$ cat config.mk
export PLATFORM = sky130hd
export DESIGN_NAME = uart_tx_arbiter_flat
export DESIGN_NICKNAME = d
export VERILOG_FILES = /design/src/rtl/uart_pkg.sv /design/src/rtl/uart_tx_arbiter_if.sv /design/src/rtl/rr_picker.sv /design/src/rtl/uart_tx_arbiter.sv /design/src/flat_wrapper.sv
export SDC_FILE = /design/constraint.sdc
export NUM_CORES = 1
export LEC_CHECK = 0
export CORE_MARGIN = 1.5
export CORE_UTILIZATION = 40
export DETAILED_ROUTE_END_ITERATION = 6
export DONT_BUFFER_PORTS = 1
export GPL_ROUTABILITY_DRIVEN = 0
export PLACE_DENSITY = 0.52
export SLEW_MARGIN = 20
export SYNTH_ARGS = -nofsm -noshare
export SYNTH_HDL_FRONTEND = slang
export SYNTH_SLANG_ARGS = --single-unit
$ cat constraint.sdc
create_clock -name clk -period 3.25 [get_ports clk]
set_input_delay 0.4875 -clock clk [delete_from_list [all_inputs] [get_ports clk]]
set_output_delay 0.4875 -clock clk [all_outputs]
set_load 0.02 [all_outputs]
$ cat src/rtl/uart_pkg.sv
// Shared types and constants for the UART transmit arbiter.
package uart_pkg;

  localparam int unsigned UART_BYTE_W = 8;

  typedef enum logic [2:0] {
    ARB       = 3'd0,
    HOLD      = 3'd1,
    LOAD      = 3'd2,
    WAIT_ACK  = 3'd3,
    WAIT_DONE = 3'd4
  } arb_state_t;

endpackage

$ cat src/rtl/uart_tx_arbiter_if.sv
// Requester-side byte-stream bus: one valid/data/last/ready slice per requester.
interface uart_tx_arbiter_if #(
  parameter int unsigned N_REQ = 4
);
  import uart_pkg::*;

  logic [N_REQ-1:0]             req_valid;
  logic [UART_BYTE_W*N_REQ-1:0] req_data;
  logic [N_REQ-1:0]             req_last;
  logic [N_REQ-1:0]             req_ready;

  modport master (
    output req_valid,
    output req_data,
    output req_last,
    input  req_ready
  );

  modport slave (
    input  req_valid,
    input  req_data,
    input  req_last,
    output req_ready
  );

endinterface

$ cat src/rtl/rr_picker.sv
// Combinational round-robin priority encoder: first set req bit at or above ptr, modulo N.
module rr_picker #(
  parameter int unsigned N = 4,
  localparam int unsigned IW = (N > 1) ? $clog2(N) : 1
) (
  input  logic [N-1:0]  req,
  input  logic [IW-1:0] ptr,
  output logic [IW-1:0] grant_idx,
  output logic          grant_any
);

  function automatic logic [IW-1:0] wrap_idx(input logic [IW-1:0] base, input int unsigned off);
    int unsigned s;
    s = (32'(base) + off) % N;
    return IW'(s);
  endfunction

  // Scan from ptr upward and keep the first requester found.
  always_comb begin
    grant_idx = '0;
    grant_any = 1'b0;
    for (int unsigned k = 0; k < N; k++) begin
      if (!grant_any && req[wrap_idx(ptr, k)]) begin
        grant_any = 1'b1;
        grant_idx = wrap_idx(ptr, k);
      end
    end
  end

endmodule

$ cat src/rtl/uart_tx_arbiter.sv
// Round-robin sharing of one UART transmitter; a winner keeps it until its 'last' byte.
module uart_tx_arbiter
  import uart_pkg::*;
#(
  parameter int unsigned N_REQ       = 4,
  parameter int unsigned ACK_TIMEOUT = 8
) (
  input  logic                     clk,
  input  logic                     rst,
  uart_tx_arbiter_if.slave         req_if,
  output logic                     uart_start,
  output logic [UART_BYTE_W-1:0]   uart_byte,
  input  logic                     uart_busy,
  output logic [$clog2(N_REQ)-1:0] owner,
  output logic                     owner_valid,
  output logic                     ack_err
);

  localparam int unsigned   OW       = $clog2(N_REQ);
  localparam int unsigned   CW       = (ACK_TIMEOUT > 1) ? $clog2(ACK_TIMEOUT) : 1;
  localparam logic [CW-1:0] CNT_LAST = CW'(ACK_TIMEOUT - 1);
  localparam logic [OW-1:0] OWN_LAST = OW'(N_REQ - 1);

  arb_state_t             r_state;
  arb_state_t             w_state_nxt;
  logic [OW-1:0]          r_ptr;
  logic [OW-1:0]          w_ptr_nxt;
  logic [CW-1:0]          r_cnt;
  logic [CW-1:0]          w_cnt_nxt;
  logic                   r_last;
  logic                   w_last_nxt;
  logic [UART_BYTE_W-1:0] w_byte_nxt;
  logic [OW-1:0]          w_owner_nxt;
  logic                   w_owner_valid_nxt;
  logic                   w_start_nxt;
  logic                   w_ack_err_nxt;
  logic                   w_end_byte;

  logic [OW-1:0]          w_grant_idx;
  logic                   w_grant_any;
  logic [N_REQ-1:0]       w_ready;
  logic [OW-1:0]          w_sel;
  logic                   w_accept;
  logic [UART_BYTE_W-1:0] w_sel_byte;
  logic                   w_sel_last;

  rr_picker #(
    .N (N_REQ)
  ) u_picker (
    .req       (req_if.req_valid),
    .ptr       (r_ptr),
    .grant_idx (w_grant_idx),
    .grant_any (w_grant_any)
  );

  // Ready goes to the round-robin winner when idle, to the owner while locked.
  always_comb begin
    w_ready = '0;
    w_sel   = owner;
    for (int unsigned i = 0; i < N_REQ; i++) begin
      if (r_state == ARB) begin
        w_ready[i] = w_grant_any && (w_grant_idx == OW'(i));
      end else if (r_state == HOLD) begin
        w_ready[i] = (owner == OW'(i));
      end
    end
    if (r_state == ARB) begin
      w_sel = w_grant_idx;
    end
    w_accept = |(w_ready & req_if.req_valid);
  end

  assign req_if.req_ready = w_ready;

  // Payload of the selected requester.
  always_comb begin
    w_sel_byte = '0;
    w_sel_last = 1'b0;
    for (int unsigned i = 0; i < N_REQ; i++) begin
      if (w_sel == OW'(i)) begin
        w_sel_byte = req_if.req_data[i*UART_BYTE_W +: UART_BYTE_W];
        w_sel_last = req_if.req_last[i];
      end
    end
  end

  // Next state and next registered outputs.
  always_comb begin
    w_state_nxt       = r_state;
    w_ptr_nxt         = r_ptr;
    w_cnt_nxt         = r_cnt;
    w_last_nxt        = r_last;
    w_byte_nxt        = uart_byte;
    w_owner_nxt       = owner;
    w_owner_valid_nxt = owner_valid;
    w_start_nxt       = 1'b0;
    w_ack_err_nxt     = 1'b0;
    w_end_byte        = 1'b0;

    case (r_state)
      ARB, HOLD: begin
        if (w_accept) begin
          w_byte_nxt        = w_sel_byte;
          w_last_nxt        = w_sel_last;
          w_owner_nxt       = w_sel;
          w_owner_valid_nxt = 1'b1;
          w_state_nxt       = LOAD;
        end
      end
      LOAD: begin
        // Wait out any frame still draining before starting ours.
        if (!uart_busy) begin
          w_start_nxt = 1'b1;
          w_cnt_nxt   = '0;
          w_state_nxt = WAIT_ACK;
        end
      end
      WAIT_ACK: begin
        if (uart_busy) begin
          w_state_nxt = WAIT_DONE;
        end else if (r_cnt == CNT_LAST) begin
          w_ack_err_nxt = 1'b1;
          w_end_byte    = 1'b1;
        end else begin
          w_cnt_nxt = r_cnt + CW'(1);
        end
      end
      WAIT_DONE: begin
        if (!uart_busy) begin
          w_end_byte = 1'b1;
        end
      end
      default: w_state_nxt = ARB;
    endcase

    // A 'last' byte releases the lock and advances the round-robin pointer.
    if (w_end_byte) begin
      if (r_last) begin
        w_ptr_nxt         = (owner == OWN_LAST) ? '0 : owner + OW'(1);
        w_owner_valid_nxt = 1'b0;
        w_state_nxt       = ARB;
      end else begin
        w_state_nxt = HOLD;
      end
    end
  end

  // State and output registers.
  always_ff @(posedge clk) begin
    if (rst) begin
      r_state     <= ARB;
      r_ptr       <= '0;
      r_cnt       <= '0;
      r_last      <= 1'b0;
      uart_start  <= 1'b0;
      uart_byte   <= '0;
      owner       <= '0;
      owner_valid <= 1'b0;
      ack_err     <= 1'b0;
    end else begin
      r_state     <= w_state_nxt;
      r_ptr       <= w_ptr_nxt;
      r_cnt       <= w_cnt_nxt;
      r_last      <= w_last_nxt;
      uart_start  <= w_start_nxt;
      uart_byte   <= w_byte_nxt;
      owner       <= w_owner_nxt;
      owner_valid <= w_owner_valid_nxt;
      ack_err     <= w_ack_err_nxt;
    end
  end

endmodule
$ cat src/flat_wrapper.sv
// flat-port wrapper written by rule: the top's interface ports become plain ports
module uart_tx_arbiter_flat import uart_pkg::*;
#(
  parameter int unsigned N_REQ       = 4,
  parameter int unsigned ACK_TIMEOUT = 8
)
  (clk, rst, uart_start, uart_byte, uart_busy, owner, owner_valid, ack_err, req_if_req_valid, req_if_req_data, req_if_req_last, req_if_req_ready);
  uart_tx_arbiter_if #(.N_REQ(N_REQ)) req_if_i ();
  input  logic clk;
  input  logic rst;
  output logic uart_start;
  output logic [UART_BYTE_W-1:0] uart_byte;
  input  logic uart_busy;
  output logic [$clog2(N_REQ)-1:0] owner;
  output logic owner_valid;
  output logic ack_err;
  input wire logic [$bits(req_if_i.req_valid)-1:0] req_if_req_valid;
  input wire logic [$bits(req_if_i.req_data)-1:0] req_if_req_data;
  input wire logic [$bits(req_if_i.req_last)-1:0] req_if_req_last;
  output wire logic [$bits(req_if_i.req_ready)-1:0] req_if_req_ready;
  assign req_if_i.req_valid = req_if_req_valid;
  assign req_if_i.req_data = req_if_req_data;
  assign req_if_i.req_last = req_if_req_last;
  assign req_if_req_ready = req_if_i.req_ready;
  uart_tx_arbiter #(.N_REQ(N_REQ), .ACK_TIMEOUT(ACK_TIMEOUT)) u_core (.clk(clk), .rst(rst), .req_if(req_if_i), .uart_start(uart_start), .uart_byte(uart_byte), .uart_busy(uart_busy), .owner(owner), .owner_valid(owner_valid), .ack_err(ack_err));
endmodule
# Word-level counts from Yosys, hierarchy flattened
# Cells that the tools add are included.
[word_totals]
reg_bits = 22
latch_bits = 0
ramBits = 0
romBits = 0
input_bits = 43
out_inout_bits = 17
word_cells = 117
memories = 0
[op_classes]
add_sub_neg = 5
mul = 0
div = 0
magnitude_cmp = 4
n_eq_ne = 21
shifts = 0
mux = 52
n_bitwise = 3
n_reduce_logical = 23
[ops]
columns = ["cell", "n"]
rows = [
  ["$mux W8", 4],
  ["$mux W1", 28],
  ["$mux W3", 7],
  ["$eq A2 B2 Y1 const B", 6],
  ["$lt A2 B3 Y1 const B", 4],
  ["$mux W2", 6],
  ["$pmux W3 S4", 1],
  ["$bmux W1 S2", 4],
  ["$reduce_and A4 Y1", 2],
  ["$logic_and A1 B1 Y1", 7],
  ["$eq A2 B1 Y1 const B", 3],
  ["$eq A3 B2 Y1 const B", 2],
  ["$eq A3 B3 Y1 const B", 2],
  ["$logic_not A2 Y1", 3],
  ["$ne A2 B2 Y1 const B", 3],
  ["$ne A3 B2 Y1 const B", 2],
  ["$pmux W3 S2", 1],
  ["$reduce_or A2 Y1", 3],
  ["$add A2 B1 Y2 const B", 2],
  ["$add A2 B2 Y2 const B", 2],
  ["$and A4 B4 Y4", 1],
  ["$reduce_and A2 Y1", 2],
  ["$reduce_or A4 Y1", 1],
  ["$add A3 B1 Y3 const B", 1],
  ["other kinds (8)", 11],
]

# Longest topological paths before layout
# Gate-level depths: netlist of run 1.
[logic_depth]
word_depth = 21
depth_mapped = 11
ltp_nobuf = 8

# Modules after synthesis
# A second synthesis of run 1 with hierarchy kept.
[hier_totals]
hier_cells = 181
hier_area_um2 = 1617.8
[modules_own_cells]
columns = ["mod", "instances", "cells_each", "area_each_um2", "seq_area_each_um2"]
rows = [
  ["uart_tx_arbiter", 1, 166, 1540.2, 440.4],
  ["rr_picker", 1, 15, 77.6, 0.0],
]

# Worst setup path after synthesis of run 1
# Ideal clock, no wire load.
[synth_timing]
path_type = "register to register"
start = "reg u_core.r_state[2]"
end = "reg u_core.uart_byte[4]"
setup_ps = 70
arrival_time_ps = 2140
t_required_ps = 3180
path_slack_ps = 1041
stages_incl_launch_ff = 12
path_buffers = 4
synth_period_minus_slack_ps = 2209
cell_sequence = "dfxtp_1 buf_6 or3_4 buf_6 and3_4 a41o_1 o311ai_4 o31a_4 buf_12 buf_12 nand2_1 a21oi_2"
[synth_via]
elab_chain_cells = 7
elab_cells_between_ends = 23
cone_classes = "4 x eq/ne; 13 x mux; 1 x bitwise; 5 x reduce/logical"
[synth_lines]
columns = ["element", "line_no", "source"]
rows = [
  ["start: declaration", "uart_tx_arbiter.sv:24", "arb_state_t r_state;"],
  ["start signal: assignment", "uart_tx_arbiter.sv:161", "r_state <= w_state_nxt;"],
  ["$logic_not A3 Y1", "uart_tx_arbiter.sv:61, uart_tx_arbiter.sv:67, uart_tx_arbiter.sv:100", ""],
  ["$mux W2", "uart_tx_arbiter.sv:67", "if (r_state == ARB) begin"],
  ["$logic_not A2 Y1", "uart_tx_arbiter.sv:80", "if (w_sel == OW'(i)) begin"],
  ["$mux W8 (4 in a row)", "uart_tx_arbiter.sv:80", ""],
  ["end signal: assignment", "uart_tx_arbiter.sv:166", "uart_byte <= w_byte_nxt;"],
  ["end: declaration", "uart_tx_arbiter.sv:12", "output logic [UART_BYTE_W-1:0] uart_byte,"],
]
# Several ways; a longest one is shown, not always the timed one.
# A chain may end at the register's enable or synchronous reset.

# Worst setup path after layout of run 1
[layout_timing]
start = "reg u_core.r_ptr[0]"
end = "out req_if_req_ready[1]"
[layout_via]
elab_chain_cells = 15
elab_cells_between_ends = 28
cone_classes = "3 x add/sub; 1 x eq/ne; 17 x mux; 7 x reduce/logical"
[layout_lines]
columns = ["element", "line_no", "source"]
rows = [
  ["start: declaration", "uart_tx_arbiter.sv:26", "logic [OW-1:0] r_ptr;"],
  ["start signal: assignment", "uart_tx_arbiter.sv:162", "r_ptr <= w_ptr_nxt;"],
  ["branches (longest 13 deep; another with $add A2 B1 Y2)", "--", ""],
  ["$logic_and A1 B1 Y1 *", "uart_tx_arbiter.sv:62", "w_ready[i] = w_grant_any && (w_grant_idx == OW'(i));"],
  ["$mux W1 *", "uart_tx_arbiter.sv:61", "if (r_state == ARB) begin"],
  ["end: declaration", "flat_wrapper.sv:20", "output wire logic [$bits(req_if_i.req_ready)-1:0] req_if_req_ready;"],
]
# Mark *: on every way between the ends. The select of a mux whose other input is x is not followed.

==> results of run 1 <==
-- sequential cells by signal, indices dropped and copies added, names as in the netlist --
| register | cells |
|---|---|
| u_core.uart_byte | 8 |
| u_core.r_cnt | 3 |
| u_core.r_state | 3 |
| u_core.owner | 2 |
| u_core.r_ptr | 2 |
| u_core.ack_err | 1 |
| u_core.owner_valid | 1 |
| u_core.r_last | 1 |
| u_core.uart_start | 1 |
-- layer usage --
layer	GRT usage [%]	routed length, um	part of all wire (%)	vias up
li1	-	-	-	709
met1	24.5	1830	46	683
met2	28.4	1920	48	40
met3	3.58	226	5.7	4
met4	4.69	33	0.83	0
met5	0	0	0	-
-- cell families (layout without fill, tap and decap cells) --
group                      count (synthesis)  count (layout)
muxes                                      3               3
adders and majority gates                  6               6
DFF                                       22              22
and+or+nand+nor                           83              83
buffers and inverters                     18               9
AOI/OAI and AO/OA                         69              69
-- per-stage QoR --
step                      hold WS, ns  cell area, um2  utilization [%]  worst slack [ns]
after floorplan                 0.436            1580                -              1.04
after global placement          0.438            1540             41.2             0.826
after detailed placement        0.443            1540             41.2             0.797
after CTS                       0.259            1610             43.1             0.723
after global routing            0.253            1610             43.1             0.555
final                           0.275            1610             43.1             0.746
-- how the worst min path moves through the flow --
stage / to / cells after the start / slack, ns / start
after floorplan: u_core.r_cnt[1] / 2 / 0.44 / u_core.r_cnt[1]
after global placement: u_core.r_cnt[2] / 2 / 0.44 / u_core.r_cnt[2]
after detailed placement: u_core.r_cnt[1] / 2 / 0.44 / u_core.r_cnt[1]
after CTS: u_core.r_last / 1 / 0.26 / rst
after global routing: u_core.uart_byte[4] / 1 / 0.25 / rst
final: u_core.r_last / 1 / 0.27 / rst
-- area by class of cell --
| type | count | share of cell area [%] |
|---|---|---|
| sequential | 22 | 27.3 |
| clock buffer | 3 | 2.56 |
| clock inverter | 1 | 1.86 |
| inverter | 5 | 1.16 |
| multi-input combinational | 161 | 63.4 |
| tap | 48 | 3.72 |
-- cells in the mapped netlist, types with 3 or more instances --
cell / n / area [um2]
nand2_2: 4 / 25.0
nand2b_1: 3 / 18.8
buf_2: 3 / 15.0
ha_1: 6 / 75.1
nor3b_1: 3 / 22.5
a221o_1: 9 / 90.1
dfxtp_1: 22 / 440
nor2b_1: 5 / 31.3
o21ai_0: 4 / 20.0
nand2_1: 38 / 143
a21oi_2: 9 / 78.8
clkbuf_1: 4 / 15.0
a31oi_1: 3 / 18.8
a21oi_1: 28 / 140
nor2_1: 12 / 45.0
nor3_1: 5 / 25.0
inv_1: 5 / 18.8
-- power groups by stage --
stage | combinational [mW] | clock [mW] | sequential (mW)
floorplan | 0.656 | 0 | 0.468
global placement | 0.615 | 0 | 0.523
detailed placement | 0.630 | 0 | 0.525
CTS | 0.630 | 0.270 | 0.518
global route | 0.694 | 0.281 | 0.531
finish | 0.625 | 0.264 | 0.515
==> metrics.txt, run 1 <==
outcome complete, no violations; CP Capture Point req_if_req_ready[1]; Boundary Pins 60; Crit. Startpoint u_core.r_ptr[0]; mux cell area share after synthesis 1.98%; final max-slew violation count 0; Initial Utilization 42.3%; Peak VDD IR 0.000307 V; die area 0.00434 mm2; most frequent cells in the layout nand2_1 (38), a21oi_1 (28), dfxtp_1 (22), nor2_1 (12); Hold Path Class primary input to register; synth unique cells 47; Layout Nets 242; pwr dens 871 mW/mm2; Worst-Margin Slew 0.721 ns; Fin Setup TNS 0 ns; GRT overflow 0; DRC viols 0; die extent in y 65.9 um; Synthesis Warnings 0; routed wire length per instance 16.7 um; Synth Area in Simple Gates 25.5%; CTS tree yes; combinational family with the most area after synthesis compound AO/OA/AOI/OAI gates; fin cells 240; clk_skew 0.00424 ns; post-CTS setup buffer count 0; synthesis-to-layout area growth 1.90%; clk_lat worst skew 0.27 ns; flop-to-flop setup slack 0.86 ns; initial antenna violation count 0; standard-cell rows 22; Initial DRC Count 85; critical path peak fanout 5; P_sw 650 uW; XOR/XNOR Fraction of Synth Area 0%; IO buf count 0; clock tree buffer depth 2; ratio of cells with drive above 1 in the final layout 12.5%; DP Cell Count 236; RSZ-0062 raised after global routing no; DP Wirelength 3030 um; Max Cap Viol 0; routed via count 1436; DR pass1 iterations 4; Switching Fraction 46.3%; Clock transition at path regs 0.09 ns; #FFs+latches synth 22; Num Clock Sinks 22; clock share of power 18.8%; cells along the critical path nor2b_1, nor3b_1, o21ai_0, nand3b_1, a21boi_0; Async SR Flop Fraction 0%; Slowest-stage cell, CP a21boi_0; Post-Route WL 4000 um; Num CTS Buffers 3; Syn Inst Count 201; Top Family by Delay on Critical Path compound AO/OA/AOI/OAI gates; max_slew headroom 51.6%; max incr delay on CP 0.56 ns; global-route wire length before repair 6090 um; Flop pwr share 36.7%; final setup vio count 0; count of hold-fix buffers inserted at cts 0; worst path arrival time 2.02 ns; Die X 65.9 um; most common cell after layout, fill and taps aside nand2_1; post-synthesis sequential area ratio 27.8%; Final ANT Viol Nets 0; adder-cell area share of the yosys netlist 4.74%; antenna cells 0; Final period util 77.0%; top achievable clock speed 399 MHz; combinational power share 44.5%; vias in the first global route 1316; worst r2r dst u_core.owner[0]; # fillers 400; Tmin final 2.50 ns; multi-input logic area 0.00102 mm2; Synth Area per Inst 7.87 um2; Synth Area in Compound Gates 32.3%; Post-synth EDFFs 0; FF-to-FF path depth 7; Total GRT Usage 17.9%; synthesized net count 250; Most used DFF post-synth dfxtp_1; startpoint types register; internal power 754 uW; Vias per Instance 5.98; H-tree depth 1; crit path kind register to primary output; CP Capture Type primary output; largest net degree at the start of global routing 24; Mapped Area 0.00158 mm2; worst reg2reg startpoint u_core.r_state[0]; Root Buffer Master clkbuf_8; Worst Path Required 2.76 ns; Crit path depth 5; Final Hold Viols 0; Core Area 0.00374 mm2; worst path bufs/invs 0; total power 1.40 mW; Static Leak 0.534 nW; Storage cell area 440 um2; # resized after CTS 0
No activity file was read; power rests on OpenSTA's default activity.
==> run 2, diff against run 1 <==
--- a/config.mk
+++ b/config.mk
@@ -5,12 +5,13 @@
 export SDC_FILE = /design/constraint.sdc
 export NUM_CORES = 1
 export LEC_CHECK = 0
+export ABC_AREA = 1
 export CORE_MARGIN = 1.5
 export CORE_UTILIZATION = 40
 export DETAILED_ROUTE_END_ITERATION = 6
 export DONT_BUFFER_PORTS = 1
 export GPL_ROUTABILITY_DRIVEN = 0
-export PLACE_DENSITY = 0.52
+export PLACE_DENSITY = 0.54
 export SLEW_MARGIN = 20
 export SYNTH_ARGS = -nofsm -noshare
 export SYNTH_HDL_FRONTEND = slang
==> constraint.sdc (replaced) <==
create_clock -name clk -period 2.1 [get_ports clk]
set_input_delay 0.315 -clock clk [delete_from_list [all_inputs] [get_ports clk]]
set_output_delay 0.315 -clock clk [all_outputs]
set_load 0.02 [all_outputs]
==> run 2 against run 1 <==
The run now ends with setup timing left. Worst hold slack worse by 0.17 ns. Critical path depth rose by 5. Global-route usage grew 1.6 points. Highest routed layer unchanged. Sequential power rose by 35%. Non-clock buffer count grew 21.
==> metrics.txt, run 2 <==
post-synthesis sequential area ratio 25.5% (was 27.8%); ratio of cells with drive above 1 in the final layout 36.9% (was 12.5%); Worst-Margin Slew 0.564 ns (was 0.721 ns); Total GRT Usage 19.4% (was 17.9%); most common cell in the synthesized netlist nand2_1 (unchanged); standard-cell rows 23 (was 22); synthesized net count 318 (was 250); Final WS setup -0.0464 ns (was 0.746 ns); Max Cap Viol 0 (unchanged); GRT overflow 0 (unchanged); cells along the critical path buf_6, nand2_4, nand2_2, nor2_2, a31oi_2, buf_4, nand4_4, inv_2, nor3_2, buf_4 (was nor2b_1, nor3b_1, o21ai_0, nand3b_1, a21boi_0); largest net degree at the start of global routing 16 (was 24); Final period util 102%; clk_skew 0.00193 ns (was 0.00424 ns); H-tree depth 1 (unchanged); Largest register FFs 8 (unchanged); DR pass1 iterations 4 (unchanged); max_slew headroom 62.1% (was 51.6%); Tmin final 2.15 ns; Layout Nets 340 (was 242); Num Clock Sinks 22 (unchanged); Syn Inst Count 269 (was 201); Worst Path Required 1.78 ns (was 2.76 ns); Hold Path Class primary input to register (unchanged); pwr dens 1380 mW/mm2 (was 871 mW/mm2); combinational power share 65.0% (was 44.5%); Slowest-stage cell, CP dfxtp_4 (was a21boi_0); Peak VDD IR 0.000719 V (was 0.000307 V); Top Registers u_core.uart_byte (8), u_core.r_cnt (3), u_core.r_state (3) (unchanged); RSZ-0062 raised after global routing yes (was no); die extent in y 68.7 um (was 65.9 um); top post-synthesis cells by count nand2_1 (67), inv_1 (30), nor2_1 (29) (was nand2_1 (38), a21oi_1 (28), dfxtp_1 (22)); CP Capture Type primary output (unchanged); clk_lat worst skew 0.26 ns (was 0.27 ns); die area 0.00472 mm2 (was 0.00434 mm2); top-area cell type share of the netlist area 25.5% (was 27.8%); clock share of power 12.8% (was 18.8%); antenna cells 0 (unchanged); synthesis-to-layout area growth 30.8% (was 1.90%); Initial Utilization 42.3% (about the same); clock tree buffer depth 2 (unchanged); Initial DRC Count 76 (was 85); Flop pwr share 22.3% (was 36.7%); P_sw 1.53 mW (was 650 uW); vias in the first global route 1553 (was 1316); Clock transition at path regs 0.08 ns (was 0.09 ns); startpoint types register (unchanged); area leader, netlist dfxtp_1 (unchanged); Vias per Instance 5.31 (was 5.98); Fin Setup TNS -0.210 ns (was 0 ns); final setup vio count 11 (was 0); CTS tree yes (unchanged); DRC viols 0 (unchanged); worst path arrival time 1.83 ns (was 2.02 ns); final max-slew violation count 0 (unchanged); worst path bufs/invs 4 (was 0); critical path peak fanout 7 (was 5); most common cell after layout, fill and taps aside nand2_1 (unchanged); routed wire length per instance 13.5 um (was 16.7 um); Die X 68.7 um (was 65.9 um); Final Hold Viols 0 (unchanged); Synth Area per Inst 6.42 um2 (was 7.87 um2); IO buf count 0 (unchanged); hold slack 0.101 ns (was 0.275 ns); Post-Route WL 4590 um (was 4000 um); Most used DFF post-synth dfxtp_1 (unchanged); Top Family by Delay on Critical Path buffers and inverters (was compound AO/OA/AOI/OAI gates); most frequent cells in the layout nand2_1 (50), inv_1 (26), nor2_1 (24), nand2_2 (20), dfxtp_1 (20) (was nand2_1 (38), a21oi_1 (28), dfxtp_1 (22), nor2_1 (12)); Final ANT Viol Nets 0 (unchanged); Synthesis Warnings 0 (unchanged); Core Area 0.00409 mm2 (was 0.00374 mm2); routed via count 1807 (was 1436); Switching Fraction 49.2% (was 46.3%); Critical Path Most Common Cell buf_4; failing checks setup timing; Mapped Area 0.00173 mm2 (was 0.00158 mm2); crit path kind register to primary output (unchanged); Static Leak 1.01 nW (was 0.534 nW); Async SR Flop Fraction 0% (unchanged); Post-synth EDFFs 0 (unchanged); Top reg by flops u_core.uart_byte (unchanged); outcome finished with violations (was complete, no violations); Area contributors post-synth dfxtp_1 (25%), nand2_1 (15%), nand3_1 (6.7%) (was dfxtp_1 (28%), nand2_1 (9.0%), a21oi_1 (8.9%)); synth unique cells 29 (was 47); Boundary Pins 60 (unchanged); DP Wirelength 3410 um (was 3030 um); max incr delay on CP 0.43 ns (was 0.56 ns); internal power 1.58 mW (was 754 uW); Num CTS Buffers 3 (unchanged); #FFs+latches synth 22 (unchanged); global-route wire length before repair 7040 um (was 6090 um); Root Buffer Master clkbuf_8 (unchanged); top achievable clock speed 466 MHz; initial antenna violation count 0 (unchanged)
## run 2: changes by cell type in the layout (fill, tap and decap cells not counted), moves of 12 or more
cell     previous run  this run
nand2_1            38        50
nand3_2             0        12
buf_4               0        13
nand2_2             4        20
nor2_1             12        24
a21oi_1            28         9
inv_1               5        26
nand3_1             2        16
## run 2: routing by layer
metal  global-route usage (%)  routed length (um)
met5                        0                   0
met4                     3.68                  28
met3                     3.25                 168
met2                     35.3                2450
met1                     24.1                1940
## run 2: path summary, 6_finish.rpt
| check | end | slack, ns | from | cells after the start |
|---|---|---|---|---|
| max | req_if_req_ready[2] | -0.05 | u_core.r_ptr[0] | 10 |
| min | u_core.uart_byte[7] | 0.10 | rst | 1 |
| max reg2reg | u_core.owner[0] | -0.03 | u_core.r_ptr[0] | 17 |
| min reg2reg | u_core.r_cnt[1] | 0.48 | u_core.r_cnt[1] | 2 |
## run 2: timing repair
item / CTS / global route
endpoints found under the setup margin: 4 / 18
pin swaps: 2 / 29
buffers inserted: 3 / 3
hold buffers: 0 / 0
gates resized for setup: 12 / 67
gates cloned: 0 / 2
## run 2: kinds of logic after synthesis
group | count (synthesis) | synth area share [%]
simple gates | 165 | 46.6
flops | 22 | 25.5
buf+inv | 40 | 10.5
compound gates | 36 | 13.0
fa+ha+maj | 6 | 4.34
## run 2: cell type report
| cell class | instances | area, um2 |
|---|---|---|
| fillers | 427 | 1830 |
| multi-input cells | 207 | 1320 |
| flip-flops and latches | 22 | 448 |
| repair buffers | 21 | 196 |
| inverters | 34 | 148 |
| well taps | 50 | 62.6 |
| clock buffers | 3 | 41.3 |
| clock inverters | 1 | 30.0 |
| repair inverters | 2 | 12.5 |
## run 2: power groups by stage
| stage | Clock (mW) | Sequential [mW] | Combinational, mW |
|---|---|---|---|
| 3_3_place_gp | 0 | 0.693 | 1.57 |
| 4_1_cts | 0.411 | 0.682 | 1.63 |
| 2_1_floorplan | 0 | 0.690 | 1.21 |
| 5_1_grt | 0.423 | 0.710 | 2.23 |
| 6_report | 0.398 | 0.693 | 2.02 |
| 3_5_place_dp | 0 | 0.693 | 1.58 |
## run 2: metrics by stage
stage               util (%)  instance area [um2]  cells  power [mW]  setup slack (ns)
floorplan                  -                 1730    269        1.90             0.173
global placement        45.4                 1850    328        2.26            0.0653
detailed placement      45.4                 1850    328        2.27            0.0218
CTS                     48.3                 1980    335        2.72           -0.0153
global route            55.3                 2260    340        3.37            -0.202
finish                  55.3                 2260    340        3.11           -0.0464
## run 2: worst reg2reg max path, delay by kind of cell (launching register included)
kind / cells / cell delay [ns]
buffers and inverters: 4 / 0.52
AOI/OAI and AO/OA: 2 / 0.18
and+or+nand+nor: 11 / 0.96
DFF: 1 / 0.40
==> run 3, diff against run 2 <==
--- a/config.mk
+++ b/config.mk
@@ -8,10 +8,12 @@
 export ABC_AREA = 1
 export CORE_MARGIN = 1.5
 export CORE_UTILIZATION = 40
+export CTS_BUF_LIST = sky130_fd_sc_hd__clkbuf_4 sky130_fd_sc_hd__clkbuf_8
 export DETAILED_ROUTE_END_ITERATION = 6
 export DONT_BUFFER_PORTS = 1
 export GPL_ROUTABILITY_DRIVEN = 0
 export PLACE_DENSITY = 0.54
+export SKIP_LAST_GASP = 1
 export SLEW_MARGIN = 20
 export SYNTH_ARGS = -nofsm -noshare
 export SYNTH_HDL_FRONTEND = slang
==> run 3 against run 2 <==
Fmax decreased by 0.81%. Largest cell class unchanged. Largest power group unchanged. Worst hold slack about the same. Non-clock buffer count increased by 1. Highest routed layer unchanged. The run still ends with setup timing left.
==> metrics.txt, run 3 (synthesis gave the netlist of run 2 again) <==
max_slew headroom 61.8% (was 62.1%); outcome finished with violations (unchanged); DR pass1 iterations 4 (unchanged); DP Wirelength 3410 um (unchanged); Top Registers u_core.uart_byte (8), u_core.r_cnt (3), u_core.r_state (3) (unchanged); standard-cell rows 23 (unchanged); routed via count 1826 (was 1807); Max Cap Viol 0 (unchanged); antenna cells 0 (unchanged); GRT overflow 0 (unchanged); CTS tree yes (unchanged); Initial DRC Count 58 (was 76); critical path peak fanout 7 (unchanged); Die X 68.7 um (unchanged); Boundary Pins 60 (unchanged); Root Buffer Master clkbuf_8 (unchanged); DRC viols 0 (unchanged); Final ANT Viol Nets 0 (unchanged); worst path arrival time 1.85 ns (was 1.83 ns); Largest register FFs 8 (unchanged); Flop pwr share 22.1% (was 22.3%); die extent in y 68.7 um (unchanged); ratio of cells with drive above 1 in the final layout 35.4% (was 36.9%); failing checks setup timing (unchanged); multi-input logic area 0.00130 mm2 (was 0.00132 mm2); clk_skew 0.00332 ns (was 0.00193 ns); crit path kind register to primary output (unchanged); Total GRT Usage 19.4% (about the same); final setup vio count 10 (was 11); Storage cell area 448 um2 (unchanged); internal power 1.60 mW (was 1.58 mW); IO buf count 0 (unchanged); RSZ-0062 raised after global routing yes (unchanged); Final WS setup -0.0639 ns (was -0.0464 ns); Static Leak 1.01 nW (about the same); met3 GRT Util 3.25% (unchanged); met1 capacity usage during global routing 23.8% (was 24.1%); pwr dens 1400 mW/mm2 (was 1380 mW/mm2); fin cells 341 (was 340); Hold Path Class primary input to register (unchanged); vias in the first global route 1564 (was 1553); met2 Usage GRT 35.6% (was 35.3%); Vias per Instance 5.35 (was 5.31); final max-slew violation count 0 (unchanged); Num Clock Sinks 22 (unchanged); clock share of power 12.7% (was 12.8%); Clock transition at path regs 0.08 ns (about the same); Final period util 103% (was 102%); initial antenna violation count 0 (unchanged); Core Area 0.00409 mm2 (unchanged); H-tree depth 1 (unchanged); combinational power share 65.2% (was 65.0%); Top reg by flops u_core.uart_byte (unchanged); Final Hold Viols 0 (unchanged); synthesis-to-layout area growth 30.1% (was 30.8%); # fillers 428 (was 427); clock tree buffer depth 2 (unchanged); P_sw 1.54 mW (was 1.53 mW); startpoint types register (unchanged); Util after Layout 55.0% (was 55.3%); Layout Nets 341 (was 340); most frequent cells in the layout nand2_1 (53), inv_1 (27), nor2_1 (25), dfxtp_1 (20), nand2_2 (19) (was nand2_1 (50), inv_1 (26), nor2_1 (24), nand2_2 (20), dfxtp_1 (20)); GRT busiest layer met2 (unchanged); Peak VDD IR 0.000720 V (was 0.000719 V); global-route wire length before repair 7020 um (was 7040 um); Worst Path Required 1.78 ns (about the same); die area 0.00472 mm2 (unchanged); Tmin final 2.16 ns (was 2.15 ns); most common cell after layout, fill and taps aside nand2_1 (unchanged); count of hold-fix buffers inserted at cts 0 (unchanged); clk_lat worst skew 0.26 ns (about the same); Initial Utilization 42.3% (unchanged); Fin Setup TNS -0.277 ns (was -0.210 ns); Post-Route WL 4640 um (was 4590 um); largest net degree at the start of global routing 16 (unchanged); Worst-Margin Slew 0.568 ns (was 0.564 ns); top achievable clock speed 462 MHz (was 466 MHz); routed wire length per instance 13.6 um (was 13.5 um); DP Cell Count 328 (unchanged); Num CTS Buffers 3 (unchanged); Switching Fraction 49.2% (about the same); CP Capture Type primary output (unchanged)
[run 3: cell types whose count changed in the layout (fill, tap and decap cells not counted), sizes merged]
cell	before	now
buf	21	22
[run 3: final timing paths]
| check | start | endpoint | slack, ns | cells past startpoint |
|---|---|---|---|---|
| min | rst | u_core.uart_byte[7] | 0.10 | 1 |
| min reg2reg | u_core.r_cnt[1] | u_core.r_cnt[1] | 0.48 | 2 |
| max reg2reg | u_core.r_ptr[0] | u_core.owner[0] | -0.03 | 17 |
| max | u_core.r_ptr[0] | req_if_req_ready[2] | -0.06 | 10 |
[run 3: through the flow]
step                power, mW  instance area [um2]  hold slack, ns  setup WS [ns]
detailed placement       2.27                 1850           0.380         0.0218
global route             3.39                 2250          0.0908         -0.197
floorplan                1.90                 1730           0.387          0.173
global placement         2.26                 1850           0.379         0.0653
CTS                      2.70                 1970          0.0930        -0.0153
finish                   3.14                 2250           0.102        -0.0639
[run 3: what timing repair did]
item / CTS / global route
buffers inserted: 3 / 4
gates cloned: 0 / 2
pin swaps: 2 / 25
endpoints found under the hold margin: 0 / 0
endpoints found under the setup margin: 4 / 18
resized for setup: 10 / 65
[run 3: area by class of cell]
| cell class | count | area share, % |
|---|---|---|
| tap | 50 | 2.78 |
| timing repair buffer | 22 | 9.07 |
| clock buffer | 3 | 1.84 |
| inverter | 34 | 6.68 |
| timing repair inverter | 2 | 0.556 |
| clock inverter | 1 | 1.34 |
| multi-input combinational | 207 | 57.8 |
| sequential | 22 | 19.9 |
[run 3: worst max-delay path: stages (launching register included)]
cell and delay (ns):
dfxtp_4 0.43, buf_6 0.14, nand2_4 0.06, nand2_2 0.08, nor2_1 0.05, a31oi_2 0.21, buf_4 0.17, nand4_4 0.14
inv_2 0.10, nor3_2 0.04, buf_4 0.17
[run 3: routing by layer]
layer | vias up | wire, um
li1 | 933 | -
met1 | 842 | 1930
met2 | 47 | 2490
met3 | 4 | 184
met4 | 0 | 31
met5 | - | 0
[run 3: power by group through the flow]
stage | logic, mW | registers [mW] | clock network, mW
final | 2.05 | 0.693 | 0.398
after detailed placement | 1.58 | 0.693 | 0
after global placement | 1.57 | 0.693 | 0
after floorplan | 1.21 | 0.690 | 0
after global routing | 2.25 | 0.710 | 0.423
after CTS | 1.61 | 0.682 | 0.411
